### src/rtl/mem_access_stage.sv
// MEM stage of the 5-stage MIPS pipeline: req/ack data-memory port, lane steering, load extension, stall.
// Optional misaligned-access trap enabled by defining MISALIGN_TRAP_EN.
module mem_access_stage #(
    parameter int MAX_WAIT = 255,
    parameter int WAIT_W   = 8
) (
    input  logic        clk,
    input  logic        reset,
    input  logic [31:0] ex_mem_instr,
    input  logic [31:0] ex_mem_alu_result,
    input  logic [31:0] ex_mem_alu_in_out,
    input  logic        ex_mem_mem_read,
    input  logic        ex_mem_mem_write,
    output logic        dmem_req,
    output logic        dmem_we,
    output logic [31:0] dmem_addr,
    output logic [3:0]  dmem_be,
    output logic [31:0] dmem_wdata,
    input  logic        dmem_ack,
    input  logic [31:0] dmem_rdata,
    output logic [31:0] mem_read_data,
    output logic        mem_stall,
    output logic        dmem_timeout,
    output logic        misalign_exc
);

    typedef enum logic [1:0] {IDLE, ACCESS, DONE} state_t;

    localparam logic [1:0] SZ_BYTE = 2'd0;
    localparam logic [1:0] SZ_HALF = 2'd1;
    localparam logic [1:0] SZ_WORD = 2'd2;

    localparam logic [WAIT_W-1:0] LAST_WAIT = WAIT_W'(MAX_WAIT - 1);

    state_t            state;
    logic [WAIT_W-1:0] wait_cnt;
    logic [1:0]        off_q;
    logic [1:0]        size_q;
    logic              unsigned_q;

    logic [5:0]  opcode;
    logic [1:0]  size;
    logic        is_unsigned;
    logic [1:0]  off;
    logic [3:0]  be_next;
    logic [31:0] wdata_next;
    logic        access_req;
    logic        misaligned;
    logic [7:0]  byte_sel;
    logic [15:0] half_sel;
    logic [31:0] load_value;

    logic unused_instr_bits;
    assign unused_instr_bits = ^ex_mem_instr[25:0];

    // Decode size/sign from the opcode and steer the store data onto byte lanes.
    always_comb begin
        opcode      = ex_mem_instr[31:26];
        off         = ex_mem_alu_result[1:0];
        access_req  = ex_mem_mem_read | ex_mem_mem_write;
        size        = SZ_WORD;
        is_unsigned = (opcode == 6'b100100) || (opcode == 6'b100101);
        case (opcode)
            6'b100000, 6'b100100, 6'b101000: size = SZ_BYTE;
            6'b100001, 6'b100101, 6'b101001: size = SZ_HALF;
            default:                         size = SZ_WORD;
        endcase
        case (size)
            SZ_BYTE: begin
                be_next    = 4'b0001 << off;
                wdata_next = {4{ex_mem_alu_in_out[7:0]}};
            end
            SZ_HALF: begin
                be_next    = off[1] ? 4'b1100 : 4'b0011;
                wdata_next = {2{ex_mem_alu_in_out[15:0]}};
            end
            default: begin
                be_next    = 4'b1111;
                wdata_next = ex_mem_alu_in_out;
            end
        endcase
`ifdef MISALIGN_TRAP_EN
        misaligned = ((size == SZ_HALF) && off[0]) || ((size == SZ_WORD) && (off != 2'b00));
`else
        misaligned = 1'b0;
`endif
    end

    // Extract and extend the returned lane using the size/offset captured at issue.
    always_comb begin
        byte_sel = dmem_rdata[{off_q, 3'b000} +: 8];
        half_sel = off_q[1] ? dmem_rdata[31:16] : dmem_rdata[15:0];
        case (size_q)
            SZ_BYTE: load_value = unsigned_q ? {24'b0, byte_sel} : {{24{byte_sel[7]}}, byte_sel};
            SZ_HALF: load_value = unsigned_q ? {16'b0, half_sel} : {{16{half_sel[15]}}, half_sel};
            default: load_value = dmem_rdata;
        endcase
    end

    assign mem_stall = ((state == IDLE) && access_req && !misaligned) || (state == ACCESS);

`ifdef MISALIGN_TRAP_EN
    assign misalign_exc = (state == IDLE) && access_req && misaligned;
`else
    assign misalign_exc = 1'b0;
`endif

    // DONE always separates accesses so the still-held EX/MEM instruction is never re-issued.
    always_ff @(posedge clk) begin
        if (!reset) begin
            state         <= IDLE;
            wait_cnt      <= '0;
            off_q         <= 2'b00;
            size_q        <= SZ_WORD;
            unsigned_q    <= 1'b0;
            dmem_req      <= 1'b0;
            dmem_we       <= 1'b0;
            dmem_addr     <= 32'b0;
            dmem_be       <= 4'b0;
            dmem_wdata    <= 32'b0;
            mem_read_data <= 32'b0;
            dmem_timeout  <= 1'b0;
        end else begin
            dmem_timeout <= 1'b0;
            case (state)
                IDLE: begin
                    if (access_req) begin
                        if (misaligned) begin
                            state <= DONE;
                        end else begin
                            dmem_req   <= 1'b1;
                            dmem_we    <= ex_mem_mem_write;
                            dmem_addr  <= {ex_mem_alu_result[31:2], 2'b00};
                            dmem_be    <= be_next;
                            dmem_wdata <= wdata_next;
                            off_q      <= off;
                            size_q     <= size;
                            unsigned_q <= is_unsigned;
                            wait_cnt   <= '0;
                            state      <= ACCESS;
                        end
                    end
                end
                ACCESS: begin
                    wait_cnt <= wait_cnt + 1'b1;
                    if (dmem_ack) begin
                        dmem_req <= 1'b0;
                        if (!dmem_we) begin
                            mem_read_data <= load_value;
                        end
                        state <= DONE;
                    end else if (wait_cnt == LAST_WAIT) begin
                        dmem_req     <= 1'b0;
                        dmem_timeout <= 1'b1;
                        state        <= DONE;
                    end
                end
                DONE: begin
                    state <= IDLE;
                end
                default: begin
                    state <= IDLE;
                end
            endcase
        end
    end

endmodule
### config.mk
export PLATFORM = sky130hd
export DESIGN_NAME = mem_access_stage
export DESIGN_NICKNAME = d
export VERILOG_FILES = /design/src/rtl/mem_access_stage.sv
export SDC_FILE = /design/constraint.sdc
export NUM_CORES = 1
export LEC_CHECK = 0
export ABC_AREA = 1
export CORE_MARGIN = 5
export CORE_UTILIZATION = 45
export CTS_BUF_LIST = sky130_fd_sc_hd__clkbuf_16
export DETAILED_ROUTE_END_ITERATION = 7
export PLACE_DENSITY = 0.95
export SETUP_SLACK_MARGIN = 0.2
export SYNTH_ARGS = -nofsm -noshare
export SYNTH_HDL_FRONTEND = slang
export SYNTH_SLANG_ARGS = --single-unit
### constraint.sdc
create_clock -name clk -period 3.2 [get_ports clk]
set_input_delay 0.96 -clock clk [delete_from_list [all_inputs] [get_ports clk]]
set_output_delay 0.96 -clock clk [all_outputs]
set_load 0.005 [all_outputs]
==> metrics.md <==
| Metric | Value |
|---|---|
| Period minus WS final | 2.90 ns |
| Root Driver | clkbuf_16 |
| R2R Path Start | state[1] |
| Final Max Slew Viols | 0 |
| Clock Path Buffers | 2 |
| R2R setup slack | 1.32 ns |
| Yosys warns | 0 |
| Critical path type | in -> out |
| Startpoint Class | input pin |
| Die ar. | 13800 um^2 |
| Mapped Area | 5200 um^2 |
| Final hold violation count | 0 |
| Top post-synthesis cells by area | dfxtp_1 45%, nand2_1 15%, nor2_1 9.5%, o21ai_0 6.2%, a21oi_1 5.3% |
| Non-Filler Instances | 1111 |
| Synth top area share | 0.446 |
| CP Max Fanout | 3 |
| Max Cap Viol | 0 |
| GRT overflow | 0 |
| Crit end category | output port |
| H-Tree Depth | 4 |
| Die W | 118 um |
| Placed insts | 1079 |
| Status | completed |
| Hold Slack | 0.471 ns |
| Final wirelength | 17100 um |
| Layout area overhead | 53.1% |
| Final net count | 1090 |
| GPL Wtd Cong | 0.830 |
| Arrival time worst endpoint | 1.94 ns |
| DRT iter0 DRCs | 605 |
| Commonest non-fill, non-tap cells in the layout | 205 x nand2_1, 205 x clkdlybuf4s50_1, 131 x nor2_1 |
| Largest net degree at the start of global routing | 83 |
| Wire per inst | 15.4 um |
| Buffers added on ports | 208 |
| Critical Path RT | 2.24 ns |
| Crit share post-route | 0.907 |
| Register bit total from synthesis | 116 |
| Min-delay src | dmem_req |
| CP max stage cell | clkdlybuf4s50_1 |
| Mapped Cells | 763 |
| Post-synthesis sequential area ratio | 0.446 |
| Site Rows | 39 |
| Measured slew at the worst slew-check pin | 0.828 ns |
| Vias in the first global route | 5475 |
| HPWL after DPL | 12100 um |
| Final setup viols | 0 |
| Post-CTS Setup Repair Bufs | 0 |
| Worst min path class | reg -> reg |
| Die height | 118 um |
| CP Cell Sequence | dlygate4sd2_1 -> o21ai_4 -> nand2_1 -> clkdlybuf4s50_1 |
| Library cells used by synthesis | 32 |
| Initial antenna violation count | 0 |
| Hold path cells | 2 |
| IO Pins | 238 |
| Layout cell share with drive strength beyond 1 | 0.0651 |
| RSZ-0062 raised after global routing | false |
| Total leakage power | 3.50 nW |
| Syn Area/Cell | 6.82 um^2 |
| Clk_skew | 0.0128 ns |
| Clk slew on worst S/H paths | 0.05 ns |
| Initial Utilization | 0.457 |
| PD cells | 584 nW/um^2 |
| Yosys top cell by area | dfxtp_1 |
| Final TNS setup | 0 ns |
| Drt pass-1 iters | 7 |
| First-pass GRT wire length | 27200 um |
| Slew headroom | 0.448 |
| # clock sinks | 116 |
| TritonCTS Buffers | 17 |
| Routed Antenna Nets | 0 |
| Clock Latency Late Sink | 0.40 ns |
| Fmax | 345 MHz |
| DR vias/cell | 5.21 |
| CP max stage delay | 0.46 ns |
| FF-to-FF path depth | 8 |
| DRC viols | 0 |
| Total GRT Usage | 0.238 |
| Worst VDD drop | 0.386 mV |
| RR Endpoint | dmem_wdata[27] |
| Vias | 5793 |
| Antenna diodes | 0 |
| Hold Path End | dmem_req |
| CTS tree | built |
| Core region area | 11400 um^2 |
[layer usage]
metal | vias to the layer above | track usage | part of all wire
met1 | 2627 | 0.274 | 0.39
met4 | 0 | 0.0860 | 0.026
met5 | - | 0 | 0
li1 | 2832 | - | -
met3 | 43 | 0.0923 | 0.099
met2 | 291 | 0.399 | 0.48
[where the power goes]
| group | total [mW] | switching (mW) | internal [mW] |
|---|---|---|---|
| combinational | 0.945 | 0.468 | 0.477 |
| clock | 2.04 | 0.668 | 1.38 |
| sequential | 1.66 | 0.0769 | 1.58 |
[state kept, by name, summed over array words and instances (netlist names)]
signal	count
dmem_addr	30
dmem_be	4
dmem_req	1
dmem_timeout	1
dmem_wdata	32
dmem_we	1
mem_read_data	32
off_q	2
size_q	2
state	2
unsigned_q	1
wait_cnt	8
[cell families after synthesis]
| group | synth area share |
|---|---|
| simple gates | 0.322 |
| compound gates | 0.141 |
| flops | 0.446 |
| buf+inv | 0.0849 |
| fa+ha+maj | 0.00481 |
| other cells | 0.000721 |
[area by class of cell]
| type | count | area (um^2) |
|---|---|---|
| Clock buffer | 17 | 425 |
| Clock inverter | 15 | 214 |
| Timing Repair Buffer | 218 | 2160 |
| Multi-Input combinational cell | 548 | 2460 |
| Inverter | 54 | 203 |
| Tap cell | 143 | 179 |
| Fill cell | 874 | 3410 |
| Sequential cell | 116 | 2320 |
[cells in the mapped netlist]
cell type and n:
a22oi_1 1, clkinv_1 1, nand2_2 4, nor2_2 4
a21oi_1 55, ha_1 2, nor2_4 4, nor2_1 131
clkbuf_1 19, or2_2 3, a31oi_1 2, buf_4 6
nor4_1 1, conb_1 1, nand3b_1 1, nand2_1 205
nand3_2 1, a221oi_1 1, nand3_1 39, buf_2 14
o211ai_1 8, buf_1 5, inv_1 48, nor3_1 2
o21ai_0 64, a211oi_1 4, a21oi_4 1, inv_2 5
nand4_1 11, buf_6 3, o21ai_1 1, dfxtp_1 116
[metrics by stage]
stage | cell area, um^2 | setup slack [ns] | util | power, mW
after floorplan | 5210 | 0.867 | - | 2.12
after global placement | 7320 | 0.0843 | 0.644 | 2.60
after detailed placement | 7320 | 0.0461 | 0.644 | 2.63
after CTS | 7960 | 0.288 | 0.700 | 4.68
after global routing | 7960 | 0.247 | 0.700 | 4.87
final | 7960 | 0.298 | 0.700 | 4.65
[what timing repair did]
item / in CTS / in global routing
hold buffers: 0 / 0
resized for setup: 2 / 0
endpoints found under the setup margin: 1 / 0
[worst max-delay path, delay by kind of cell]
family	cells	cell delay, ns
AOI/OAI and AO/OA	1	0.16
buffers and inverters	2	0.74
and+or+nand+nor	1	0.08
[worst max path at each step]
| stage | start | to | slack, ns |
|---|---|---|---|
| 3_5_place_dp | ex_mem_mem_write | mem_stall | 0.05 |
| 2_1_floorplan | ex_mem_mem_write | mem_stall | 0.87 |
| 5_1_grt | ex_mem_mem_write | mem_stall | 0.25 |
| 4_1_cts | ex_mem_mem_write | mem_stall | 0.29 |
| 3_3_place_gp | ex_mem_mem_write | mem_stall | 0.08 |
| 6_report | ex_mem_mem_write | mem_stall | 0.30 |
(Power assumes the default switching activity.)
